## config.mk

```make
export PLATFORM = sky130hd
export DESIGN_NAME = spatz_xif_mem_responder
export DESIGN_NICKNAME = d
export VERILOG_FILES = /design/src/rtl/spatz_xif_pkg.sv /design/src/rtl/fifo_v3.sv /design/src/rtl/spatz_xif_mem_lane.sv /design/src/rtl/spatz_xif_mem_responder.sv
export SDC_FILE = /design/constraint.sdc
export NUM_CORES = 1
export LEC_CHECK = 0
export BUFFER_PORTS_ARGS = -buffer_cell sky130_fd_sc_hd__buf_2
export CAP_MARGIN = 30
export CORE_AREA = 2 2 87 89
export CTS_CLUSTER_SIZE = 12
export DETAILED_ROUTE_END_ITERATION = 12
export DIE_AREA = 0 0 89 91
export PLACE_DENSITY = 0.82
export RECOVER_POWER = 100
export SLEW_MARGIN = 20
export SYNTH_ARGS = -nofsm -noshare
export SYNTH_HDL_FRONTEND = slang
export SYNTH_SLANG_ARGS = --single-unit
```

## constraint.sdc

```tcl
create_clock -name clk_i -period 5.6 [get_ports clk_i]
set_clock_uncertainty 0.1 [all_clocks]
set_input_delay 1.4 -clock clk_i [delete_from_list [all_inputs] [get_ports clk_i]]
set_output_delay 1.4 -clock clk_i [all_outputs]
set_load 0.02 [all_outputs]
```

## src/rtl/spatz_xif_pkg.sv

```systemverilog
// spatz_xif_pkg: shared X-interface memory channel types and access-fault codes
package spatz_xif_pkg;
   localparam int unsigned XAddrWidth = 32;
   localparam int unsigned XDataWidth = 32;
   localparam int unsigned XIdWidth   = 4;
   localparam logic [5:0] EXC_LOAD_ACCESS_FAULT  = 6'd5;
   localparam logic [5:0] EXC_STORE_ACCESS_FAULT = 6'd7;
   typedef struct packed {
      logic [XAddrWidth-1:0]   addr;
      logic                    we;
      logic [XDataWidth/8-1:0] be;
      logic [XDataWidth-1:0]   wdata;
      logic [XIdWidth-1:0]     id;
   } x_mem_req_t;
   typedef struct packed {
      logic       exc;
      logic [5:0] exccode;
   } x_mem_resp_t;
   typedef struct packed {
      logic [XDataWidth-1:0] rdata;
      logic [XIdWidth-1:0]   id;
      logic                  err;
   } x_mem_result_t;
endpackage

```

## src/rtl/fifo_v3.sv

```systemverilog
// fifo_v3: registered-output FIFO; flush_i clears pointers synchronously, DEPTH must be a power of two
module fifo_v3 #(
   parameter bit          FALL_THROUGH = 1'b0,
   parameter int unsigned DATA_WIDTH   = 32,
   parameter int unsigned DEPTH        = 8,
   localparam int unsigned AddrDepth   = (DEPTH > 1) ? $clog2(DEPTH) : 1
) (
   input  logic                  clk_i,
   input  logic                  rst_ni,
   input  logic                  flush_i,
   output logic                  full_o,
   output logic                  empty_o,
   input  logic [DATA_WIDTH-1:0] data_i,
   input  logic                  push_i,
   output logic [DATA_WIDTH-1:0] data_o,
   input  logic                  pop_i
);
   logic [AddrDepth-1:0] rd_q, wr_q;
   logic [AddrDepth:0] cnt_q;
   logic [DEPTH-1:0][DATA_WIDTH-1:0] mem_q;
   logic do_push, do_pop;
   assign full_o  = cnt_q == (AddrDepth+1)'(DEPTH);
   assign empty_o = cnt_q == '0;
   assign do_push = push_i && !full_o;
   assign do_pop  = pop_i && !empty_o;
   assign data_o  = (FALL_THROUGH && empty_o) ? data_i : mem_q[rd_q];
   always_ff @(posedge clk_i) begin
      if (!rst_ni || flush_i) begin
         rd_q  <= '0;
         wr_q  <= '0;
         cnt_q <= '0;
      end else begin
         if (do_push) mem_q[wr_q] <= data_i;
         wr_q  <= wr_q + AddrDepth'(do_push);
         rd_q  <= rd_q + AddrDepth'(do_pop);
         cnt_q <= cnt_q + (AddrDepth+1)'(do_push) - (AddrDepth+1)'(do_pop);
      end
   end
endmodule

```

## src/rtl/spatz_xif_mem_lane.sv

```systemverilog
// spatz_xif_mem_lane: one memory port -- legality check, in-order ID FIFO and registered result
module spatz_xif_mem_lane import spatz_xif_pkg::*; #(
   parameter int unsigned    AddrWidth      = XAddrWidth,
   parameter int unsigned    DataWidth      = XDataWidth,
   parameter int unsigned    IdWidth        = XIdWidth,
   parameter int unsigned    MaxOutstanding = 4,
   parameter logic [AddrWidth-1:0] BaseAddr = 32'h1000_0000,
   parameter logic [AddrWidth-1:0] AddrSpan = 32'h0002_0000
) (
   input  logic                   clk_i,
   input  logic                   rst_i,
   input  logic                   x_mem_valid_i,
   output logic                   x_mem_ready_o,
   input  x_mem_req_t             x_mem_req_i,
   output x_mem_resp_t            x_mem_resp_o,
   output logic                   x_mem_result_valid_o,
   output x_mem_result_t          x_mem_result_o,
   output logic                   mem_req_valid_o,
   input  logic                   mem_req_ready_i,
   output logic [AddrWidth-1:0]   mem_req_addr_o,
   output logic                   mem_req_we_o,
   output logic [DataWidth/8-1:0] mem_req_be_o,
   output logic [DataWidth-1:0]   mem_req_wdata_o,
   input  logic                   mem_rsp_valid_i,
   input  logic [DataWidth-1:0]   mem_rsp_rdata_i,
   input  logic                   mem_rsp_err_i,
   output logic                   idle_o
);
   typedef struct packed {
      logic [IdWidth-1:0] id;
      logic               we;
   } tag_t;
   logic legal, full, empty, hs, push, pop, fault;
   logic [AddrWidth:0] addr_ext;
   tag_t head;
   x_mem_result_t result_d, result_q;
   logic result_valid_d, result_valid_q;
   // one extra bit so a window ending at the top of the address space does not wrap
   assign addr_ext = {1'b0, x_mem_req_i.addr};
   assign legal = addr_ext >= {1'b0, BaseAddr} && addr_ext < {1'b0, BaseAddr} + {1'b0, AddrSpan} &&
                  x_mem_req_i.addr[1:0] == 2'b00;
   assign x_mem_ready_o   = !rst_i && !full && (!legal || mem_req_ready_i);
   assign mem_req_valid_o = !rst_i && x_mem_valid_i && legal && !full;
   assign mem_req_addr_o  = x_mem_req_i.addr;
   assign mem_req_we_o    = x_mem_req_i.we;
   assign mem_req_be_o    = x_mem_req_i.be;
   assign mem_req_wdata_o = x_mem_req_i.wdata;
   assign hs    = x_mem_valid_i && x_mem_ready_o;
   assign push  = hs && legal;
   assign fault = hs && !legal;
   assign pop   = !rst_i && mem_rsp_valid_i && !empty;
   assign x_mem_resp_o = '{exc: fault,
                           exccode: fault ? (x_mem_req_i.we ? EXC_STORE_ACCESS_FAULT : EXC_LOAD_ACCESS_FAULT) : 6'd0};
   fifo_v3 #(
      .FALL_THROUGH (1'b0),
      .DATA_WIDTH   ($bits(tag_t)),
      .DEPTH        (MaxOutstanding)
   ) i_id_fifo (
      .clk_i   (clk_i),
      .rst_ni  (1'b1),
      .flush_i (rst_i),
      .full_o  (full),
      .empty_o (empty),
      .data_i  ({x_mem_req_i.id, x_mem_req_i.we}),
      .push_i  (push),
      .data_o  (head),
      .pop_i   (pop)
   );
   assign result_valid_d = pop;
   assign result_d = '{rdata: head.we ? '0 : mem_rsp_rdata_i, id: head.id, err: mem_rsp_err_i};
   always_ff @(posedge clk_i) begin
      if (rst_i) begin
         result_valid_q <= 1'b0;
         result_q       <= '0;
      end else begin
         result_valid_q <= result_valid_d;
         if (pop) result_q <= result_d;
      end
   end
   assign x_mem_result_valid_o = result_valid_q;
   assign x_mem_result_o       = result_q;
   assign idle_o               = empty && !result_valid_q;
   // a response with nothing outstanding is only expected from requests issued before a reset
   always_ff @(posedge clk_i) begin
      if (!rst_i && mem_rsp_valid_i) assert (!empty) else $warning("memory response dropped: no outstanding request");
   end
endmodule

```

## src/rtl/spatz_xif_mem_responder.sv

```systemverilog
// spatz_xif_mem_responder: core-side X-interface memory responder, one independent lane per port
module spatz_xif_mem_responder import spatz_xif_pkg::*; #(
   parameter int unsigned NrMemPorts     = 1,
   parameter int unsigned AddrWidth      = XAddrWidth,
   parameter int unsigned DataWidth      = XDataWidth,
   parameter int unsigned IdWidth        = XIdWidth,
   parameter int unsigned MaxOutstanding = 4,
   parameter logic [AddrWidth-1:0] BaseAddr = 32'h1000_0000,
   parameter logic [AddrWidth-1:0] AddrSpan = 32'h0002_0000,
   localparam int unsigned BeWidth = DataWidth / 8
) (
   input  logic                                  clk_i,
   input  logic                                  rst_i,
   input  logic          [NrMemPorts-1:0]                 x_mem_valid_i,
   output logic          [NrMemPorts-1:0]                 x_mem_ready_o,
   input  x_mem_req_t    [NrMemPorts-1:0]                 x_mem_req_i,
   output x_mem_resp_t   [NrMemPorts-1:0]                 x_mem_resp_o,
   output logic          [NrMemPorts-1:0]                 x_mem_result_valid_o,
   output x_mem_result_t [NrMemPorts-1:0]                 x_mem_result_o,
   output logic          [NrMemPorts-1:0]                 mem_req_valid_o,
   input  logic          [NrMemPorts-1:0]                 mem_req_ready_i,
   output logic          [NrMemPorts-1:0][AddrWidth-1:0]  mem_req_addr_o,
   output logic          [NrMemPorts-1:0]                 mem_req_we_o,
   output logic          [NrMemPorts-1:0][BeWidth-1:0]    mem_req_be_o,
   output logic          [NrMemPorts-1:0][DataWidth-1:0]  mem_req_wdata_o,
   input  logic          [NrMemPorts-1:0]                 mem_rsp_valid_i,
   input  logic          [NrMemPorts-1:0][DataWidth-1:0]  mem_rsp_rdata_i,
   input  logic          [NrMemPorts-1:0]                 mem_rsp_err_i,
   output logic                                  idle_o
);
   logic [NrMemPorts-1:0] lane_idle;
   for (genvar i = 0; i < NrMemPorts; i++) begin : g_lane
      spatz_xif_mem_lane #(
         .AddrWidth      (AddrWidth),
         .DataWidth      (DataWidth),
         .IdWidth        (IdWidth),
         .MaxOutstanding (MaxOutstanding),
         .BaseAddr       (BaseAddr),
         .AddrSpan       (AddrSpan)
      ) i_lane (
         .clk_i                (clk_i),
         .rst_i                (rst_i),
         .x_mem_valid_i        (x_mem_valid_i[i]),
         .x_mem_ready_o        (x_mem_ready_o[i]),
         .x_mem_req_i          (x_mem_req_i[i]),
         .x_mem_resp_o         (x_mem_resp_o[i]),
         .x_mem_result_valid_o (x_mem_result_valid_o[i]),
         .x_mem_result_o       (x_mem_result_o[i]),
         .mem_req_valid_o      (mem_req_valid_o[i]),
         .mem_req_ready_i      (mem_req_ready_i[i]),
         .mem_req_addr_o       (mem_req_addr_o[i]),
         .mem_req_we_o         (mem_req_we_o[i]),
         .mem_req_be_o         (mem_req_be_o[i]),
         .mem_req_wdata_o      (mem_req_wdata_o[i]),
         .mem_rsp_valid_i      (mem_rsp_valid_i[i]),
         .mem_rsp_rdata_i      (mem_rsp_rdata_i[i]),
         .mem_rsp_err_i        (mem_rsp_err_i[i]),
         .idle_o               (lane_idle[i])
      );
   end
   assign idle_o = &lane_idle;
endmodule

```

After elaboration in Yosys (flattened, before gate mapping) --
Cells that the tools add are included.
Operators by class: add/sub/neg operators 4, bitwise gates (word level) 1, equality and inequality tests 1, reductions and logical operators 25, $lt $le $gt $ge 5, multiplexer cells 8
Operators with widths (number):
- >= comparator 32 x 29 -> 1 bit, second input constant | 1
- less-than comparator 32 x 29 -> 1 bit, second input constant | 1
- two-way mux 32 bit | 1
- bitwise mux 20 bit | 1
- logical AND 1 bit | 16
- binary-select mux 5 bit (select 2 bit) | 1
- demux 5 bit (select 2 bit) | 1
- two-way mux 5 bit | 2
- less-than comparator 2 x 3 -> 1 bit, second input constant | 2
- two-way mux 6 bit | 1
- zero test 1 bit | 5
- adder 2 x 1 -> 2 bit | 2
- adder 3 x 1 -> 3 bit | 1
- == test 3 bit, second input constant | 1
- zero test 3 bit | 1
- subtractor 3 x 1 -> 3 bit | 1
- >= comparator 2 x 1 -> 1 bit, second input constant | 1
- zero test 2 bit | 1
- two-way mux 2 bit | 1
- AND reduction 2 bit | 1
- logical OR 1 bit | 1
- inverter 1 bit | 1
Word-level totals: output and inout port bits 117, bits in registers 65, logic and storage cells 55, bits of input ports 111

Logic depth before layout (Yosys ltp) --
Gate-level depths: netlist of the first run.
word-level depth 11, gate-level depth with buffers 10, depth with buffers taken out 10

Modules after synthesis --
A second synthesis of the first run with hierarchy kept.
Unflattened totals: cells, all modules 257, area, all modules 3032.9 µm²
Modules (own cells, without submodules):
- spatz_xif_mem_lane | area each 1924.3 µm², sequential area each 760.7 µm², cells each 191, times used 1
- fifo_v3 | area each 1108.6 µm², sequential area each 740.7 µm², cells each 66, times used 1

Worst setup path after synthesis of the first run --
Ideal clock, no wire load.
kind input to output, from in x_mem_req_i[72] (netlist name), to out mem_req_valid_o, required time 4100 ps, cell stages on the path 3, path slack 1583 ps, arrival 2517 ps, buffers on the path 0, path through nor4b_1 > nand3_1 > nor3_1
On the way: cells in the longest elaborated chain, start to end 5
Ends and longest elaborated chain:
- from (decl) | line spatz_xif_mem_responder.sv:16 | input x_mem_req_t [NrMemPorts-1:0] x_mem_req_i,
- >= comparator 32 x 29 -> 1 bit / less-than comparator 32 x 29 -> 1 bit (equally long branches) | line spatz_xif_mem_lane.sv:40 | assign legal = addr_ext >= {1'b0, BaseAddr} && addr_ext < {1'b0, BaseAddr} + {1'b0, AddrSpan} &&
- logical AND 1 bit (*) (2 in a row) | line spatz_xif_mem_lane.sv:40
- logical AND 1 bit (*) (2 in a row) | line spatz_xif_mem_lane.sv:43 | assign mem_req_valid_o = !rst_i && x_mem_valid_i && legal && !full;
- to (decl) | line spatz_xif_mem_responder.sv:20 | output logic [NrMemPorts-1:0] mem_req_valid_o,
Every way passes the cells marked *; elsewhere a longest branch is shown, timed or not.

Final worst setup path of the first run --
from in x_mem_req_i[72] (netlist name), to out x_mem_ready_o
On the way: cells in the longest elaborated chain, start to end 6
Ends and longest elaborated chain:
- >= comparator 32 x 29 -> 1 bit / less-than comparator 32 x 29 -> 1 bit (equally long branches) | line spatz_xif_mem_lane.sv:40
- logical AND 1 bit (*) (2 in a row) | line spatz_xif_mem_lane.sv:40
- zero test 1 bit (*) | line spatz_xif_mem_lane.sv:42 | assign x_mem_ready_o = !rst_i && !full && (!legal || mem_req_ready_i);
- logical OR 1 bit (*) | line spatz_xif_mem_lane.sv:42
- logical AND 1 bit (*) | line spatz_xif_mem_lane.sv:42
- to (decl) | line spatz_xif_mem_responder.sv:15 | output logic [NrMemPorts-1:0] x_mem_ready_o,
Marked as above.

==> results of run 1 <==
[final cells by class]
cell class	count	area [sq um]
Fill cell	695	3892
Sequential cell	65	1501
Multi-Input combinational cell	96	864.6
Timing Repair Buffer	127	554.3
Clock buffer	12	166.4
Tap cell	99	123.9
Clock inverter	4	22.52
Inverter	3	11.26
[layer usage]
metal,wire (um),GRT usage [%]
met4,71,5.473
met2,2846,23.76
met1,2508,15.48
met3,686,7.091
met5,0,0
[layout by cell type, fill, tap and decap left out, types with 2 or more instances in the layout]
cell	instances
a21oi_1	2
mux4_1	4
inv_4	2
nand3_1	3
clkbuf_1	74
conb_1	3
nand2b_1	2
nand4_1	2
nor3_1	3
buf_2	53
nor4_1	5
edfxtp_1	20
and3_1	2
nor4b_1	2
clkbuf_8	10
a22o_2	29
nor2_1	11
nor2b_1	3
dfxtp_1	45
ha_1	4
clkinv_2	2
inv_1	3
a22o_1	7
xnor2_1	3
[registers in the layout (all words and copies together), names as in the netlist]
signal                              cells
g_lane.i_lane.x_mem_result_o           37
g_lane.i_lane.i_id_fifo.mem_q          20
g_lane.i_lane.i_id_fifo.cnt_q           3
g_lane.i_lane.x_mem_result_valid_o      1
g_lane.i_lane.i_id_fifo.wr_q            2
g_lane.i_lane.i_id_fifo.rd_q            2
[metrics by stage]
| stage | cells | worst slack (ps) | util (%) | hold WS (ps) |
|---|---|---|---|---|
| 3_5_place_dp | 390 | 1234 | 44.21 | 359.6 |
| 2_1_floorplan | 249 | 1583 | - | 439.5 |
| 6_report | 406 | 1271 | 45.46 | 380.0 |
| 3_3_place_gp | 386 | 1333 | 43.71 | 355.0 |
| 4_1_cts | 406 | 1237 | 46.86 | 380.0 |
| 5_1_grt | 406 | 1096 | 45.46 | 395.3 |
[worst max-delay path: cells and delay by family]
family | cells | cell delay, ps
AOI/OAI and AO/OA | 1 | 410
buffers and inverters | 2 | 270
and+or+nand+nor | 2 | 740
[report_power, final]
part           internal (W)  switching, W  leakage [nW]
sequential         0.000484  0.0000000775         0.542
combinational     0.0000191     0.0000343         0.638
clock              0.000199      0.000170         0.102
[kinds of logic (layout without fill, tap and decap cells)]
| group | after synthesis | after routing | share of synthesized area (%) |
|---|---|---|---|
| compound gates | 40 | 40 | 13.07 |
| xor+xnor | 4 | 4 | 1.166 |
| fa+ha+maj | 5 | 5 | 2.331 |
| buf+inv | 88 | 146 | 21.52 |
| flops | 65 | 65 | 49.96 |
| mux | 6 | 6 | 4.579 |
| other cells | 1 | 3 | 0.1248 |
| simple gates | 38 | 38 | 7.244 |
[how the worst max path moves through the flow]
stage | startpoint | to | slack (ps)
CTS | x_mem_req_i[72] | x_mem_ready_o | 1240
floorplan | x_mem_req_i[72] | mem_req_valid_o | 1580
detailed placement | x_mem_req_i[72] | x_mem_ready_o | 1230
finish | x_mem_req_i[72] | x_mem_ready_o | 1270
global placement | x_mem_req_i[72] | x_mem_ready_o | 1330
global route | x_mem_req_i[72] | x_mem_ready_o | 1100
==> metrics.txt, run 1 <==
top cells by area, synth=dfxtp_1, edfxtp_1, buf_4, a22o_2, mux4_1; Max Cap Viol=1; Via Count=1989; r2r endpoint=g_lane[0].i_lane.i_id_fifo.cnt_q[2]; first-pass GRT wire length=8956 um; starting density of the core=42.11%; n_diodes=0; Leak=1.282 nW; Period Utilization, post-route=77.31%; Reg2Reg Depth=10; CP startpoint kind=input port; crit path max fanout=8; via density per instance=4.899; library cells used by synthesis=34; number of CTS-inserted buffers=9; Yosys warnings=0; HP Class=reg2reg; worst min-delay path startpoint=g_lane[0].i_lane.x_mem_result_o[3]; min Tclk post-route=4329 ps; share of cells above drive strength 1=33.22%; Detailed Place HPWL=4545 um; DRC=0; placed cell area=3156 sq um; Avg Synthesized Cell Area=12.17 sq um; io pins=228; drt pass-1 iters=4; Chip Height=91 um; RSZ-0062 raised after global routing=no; cells after synthesis=247; total power draw=0.0009071 W; final hold violations=0; total wire length=6113 um; clk slew on worst S/H paths=70 ps; Final Wtd Congestion=0.7022; CP required=4100 ps; top-count cell post-synth=buf_4; Clock Latency Late Sink=320 ps; GRT Total Usage=14.33%; worst slew pin tran=1573 ps; largest net degree at the start of global routing=37; # Post-CTS Setup Buffers=0; Area Growth Syn to Fin=7.952%; Slew Viols, Final=37; most frequent cells after synthesis=buf_4, dfxtp_1, a22o_2; nets@finish=418; CP cell instances=buf_2, nor4b_1, nand3_1, o311a_1, clkbuf_1; die area=8099 sq um; Seq/Total Area, Yosys=49.96%; register bit total from synthesis=65; top cell type by total area after synthesis=dfxtp_1; CTS Sinks=65; FMAX=0.2310 GHz; H-tree Lvls=3; Setup-failing EPs final=0; setup TNS=0 ps; Post-synth EDFFs=20; kind of critical path=in2out; vias in the first global route=1919; worst path arrival time=2830 ps; Antenna Nets Post-Route=0; starting DRC count in detailed routing=53; failing checks=max-capacitance violations, max-slew violations; Die Wd=89 um; Worst Hold Depth=1; post-route cell area=3244 sq um; register-to-register setup slack=2960 ps; CTS tree=yes; slowest cell on the critical path=nor4b_1; status=finished, violations left; Hold Buf Count CTS=0; CTS Root Cell=clkbuf_8; Pwr per Cell Area=279.6 nW/um^2; I/O Buffers=122; post-CTS resize count=0; synthesized area=3005 sq um; Hold Path End=g_lane[0].i_lane.x_mem_result_o[3]; top-area cell type share of the netlist area=29.98%; initial antenna violation count=0; critical path endpoint category=output port; Clock Path Buffers=2; Top FF cell, synth=dfxtp_1; Worst VDD drop=0.00008123 V; Core ar.=7137 sq um; CP max stage delay=410 ps; Slew Limit Headroom=-4.856%; GRT overflow=0; fraction of registers with async set/reset=0%; Reg-to-Reg Start=g_lane[0].i_lane.i_id_fifo.cnt_q[1]; row count=31; drt wl/cell=15.06 um
Power figures use the tool's default switching activity.
==> inputs of run 2 (changes only) <==
ABC_AREA = 1   (was not set)
CORE_AREA = not set   (was 2 2 87 89)
CORE_UTILIZATION = 38   (was not set)
DIE_AREA = not set   (was 0 0 89 91)
PLACE_DENSITY = 0.76   (was 0.82)
clock period = 3.8 ns   (was 5.6 ns; I/O delays follow)
==> run 2 against run 1 <==
The run now ends clean. Clock power is 46% higher. Wire length is 36% higher. Die area is 12% higher. Design area is 6.6% higher. Clock-buffer cell count is 3 lower. Critical path type unchanged.
==> metrics.txt, run 2 <==
Setup WS pre-CTS=692.4 ps; commonest non-fill, non-tap cells in the layout=clkbuf_1, buf_2, dfxtp_1, nor2_1, nand2_1; crit path max fanout=4; drt wl/cell=15.60 um; synthesized area=3298 sq um; largest net degree at the start of global routing=41; Clock Latency Late Sink=340 ps; most frequent cells after synthesis=buf_4, dfxtp_1, nor2_1; Slew Limit Headroom=36.09%; FMAX=0.3310 GHz; placed insts=516; Area Growth Syn to Fin=4.894%; worst path arrival time=1970 ps; GRT overflow=0; Max Cap Viol=0; Slew Viols, Final=0; Period Utilization, post-route=79.50%; H-tree Lvls=3; Worst Setup SP=x_mem_req_i[67]; starting density of the core=39.74%; io pins=228; vias in the first global route=2419; Hold Buf Count CTS=0; Pwr per Cell Area=385.3 nW/um^2; CP required=2750 ps; non-filler cells, final=532; Seq/Total Area, Yosys=45.52%; Leak=1.331 nW; Top FF cell, synth=dfxtp_1; Top delay family on crit path=simple AND/OR/NAND/NOR gates; Avg Synthesized Cell Area=8.748 sq um; initial antenna violation count=0; Post-synth EDFFs=20; CP cell instances=buf_2, inv_1, nand2_1, nor2_1, nand3_1, nor2_1, inv_1, nor2_1, clkbuf_1; n_diodes=0; library cells used by synthesis=25; nets@finish=538; Chip Height=95.17 um; top cells by area, synth=dfxtp_1, edfxtp_1, buf_4, nand4_1, a21oi_1; share of cells above drive strength 1=18.97%; CTS Sinks=65; Most common cell on crit path=nor2_1; Setup-failing EPs final=0; Reg-to-Reg Start=g_lane[0].i_lane.i_id_fifo.cnt_q[1]; fraction of registers with async set/reset=0%; # Post-CTS Setup Buffers=0; Via Count=2577; DRC=0; top cell type by total area after synthesis=dfxtp_1; slowest cell on the critical path=clkbuf_1; CTS tree=yes; critical path endpoint category=output port; first-pass GRT wire length=12340 um; I/O Buffers=122; worst slew pin tran=957.6 ps; CTS Root Cell=clkbuf_8; total wire length=8301 um; Core ar.=8299 sq um; Detailed Place HPWL=6176 um; RSZ-0062 raised after global routing=no; post-CTS resize count=0; max reg flops=37; row count=33; cells after synthesis=377; final hold violations=0; via density per instance=4.844; status=completed; top-area cell type share of the netlist area=27.31%; Filler cells=848; Yosys warnings=0; clk slew on worst S/H paths=80 ps; min Tclk post-route=3021 ps; post-route setup slack=779.1 ps; drt pass-1 iters=4; Die Wd=95.17 um; Antenna Nets Post-Route=0; Clock Path Buffers=2; setup TNS=0 ps; number of CTS-inserted buffers=9; GRT Total Usage=18.36%; register bit total from synthesis=65; HP Class=reg2reg; CP startpoint kind=input port; commonest non-fill, non-tap cell in the layout=clkbuf_1; top-count cell post-synth=buf_4; starting DRC count in detailed routing=99; Final Wtd Congestion=0.7989; kind of critical path=in2out; crit path buf inv count=4; CP max stage delay=240 ps; Worst VDD drop=0.0001962 V; die area=9056 sq um; worst min-delay path startpoint=g_lane[0].i_lane.x_mem_result_o[18]
==> run 2: cell count changes after synthesis, sizes merged, moves of 8 or more <==
cell | before | now
inv | 3 | 29
nand4 | 2 | 33
buf | 83 | 91
a21oi | 2 | 34
nor2 | 11 | 44
o21ai | 0 | 16
nand2 | 1 | 42
a22o | 36 | 0
==> run 2: layout make-up <==
cell class / instances / area [sq um] / share of cell area, %
clock buffers: 9 / 123.9 / 3.580
clock inverters: 7 / 60.06 / 1.736
inverters: 29 / 108.9 / 3.146
multi-input cells: 191 / 979.7 / 28.32
flip-flops and latches: 65 / 1501 / 43.40
well taps: 105 / 131.4 / 3.797
repair buffers: 126 / 554.3 / 16.02
==> run 2: path summary, 6_finish.rpt <==
path / slack [ps] / endpoint / cells past startpoint
hold reg to reg: 370 / g_lane[0].i_lane.x_mem_result_o[18] / 2
hold / removal: 370 / g_lane[0].i_lane.x_mem_result_o[18] / 2
setup reg to reg: 1430 / g_lane[0].i_lane.i_id_fifo.cnt_q[2] / 11
setup / recovery: 780 / mem_req_valid_o / 9
==> run 2: kinds of logic after synthesis <==
kind of cell	share of synthesized area, %
other	0.1137
adder cells (fa/ha/maj)	2.125
flip-flops	45.52
AO/OA/AOI/OAI	8.763
buffers and inverters	24.51
XOR/XNOR	0.7968
AND/OR/NAND/NOR	18.17
==> run 2: stage by stage <==
step,utilization [%],hold slack (ps),total power [W],area [sq um]
finish,41.69,369.2,0.001333,3460
global route,41.69,388.2,0.001389,3460
CTS,42.92,368.5,0.001357,3562
detailed placement,40.71,357.4,0.0008154,3378
global placement,40.71,350.1,0.0008141,3378
floorplan,-,426.5,0.0008609,3306
==> run 2: metal layers <==
| layer | global-route usage (%) | routed length, um | vias to the layer above |
|---|---|---|---|
| li1 | - | - | 1263 |
| met4 | 6.061 | 102 | 0 |
| met1 | 19.85 | 3145 | 1190 |
| met3 | 7.018 | 636 | 19 |
| met2 | 32.68 | 4416 | 105 |
| met5 | 0 | 0 | - |
==> run 2: report_power, final <==
group          switching (W)  internal [W]  leakage, nW
sequential      0.0000000925      0.000713        0.542
combinational      0.0000516     0.0000296        0.705
clock               0.000291      0.000247       0.0848
==> run 2: tightest hold or removal path, stage by stage (launching register included) <==
cell	delay (ps)
dfxtp_1	310
nand2_1	60
a21oi_1	60
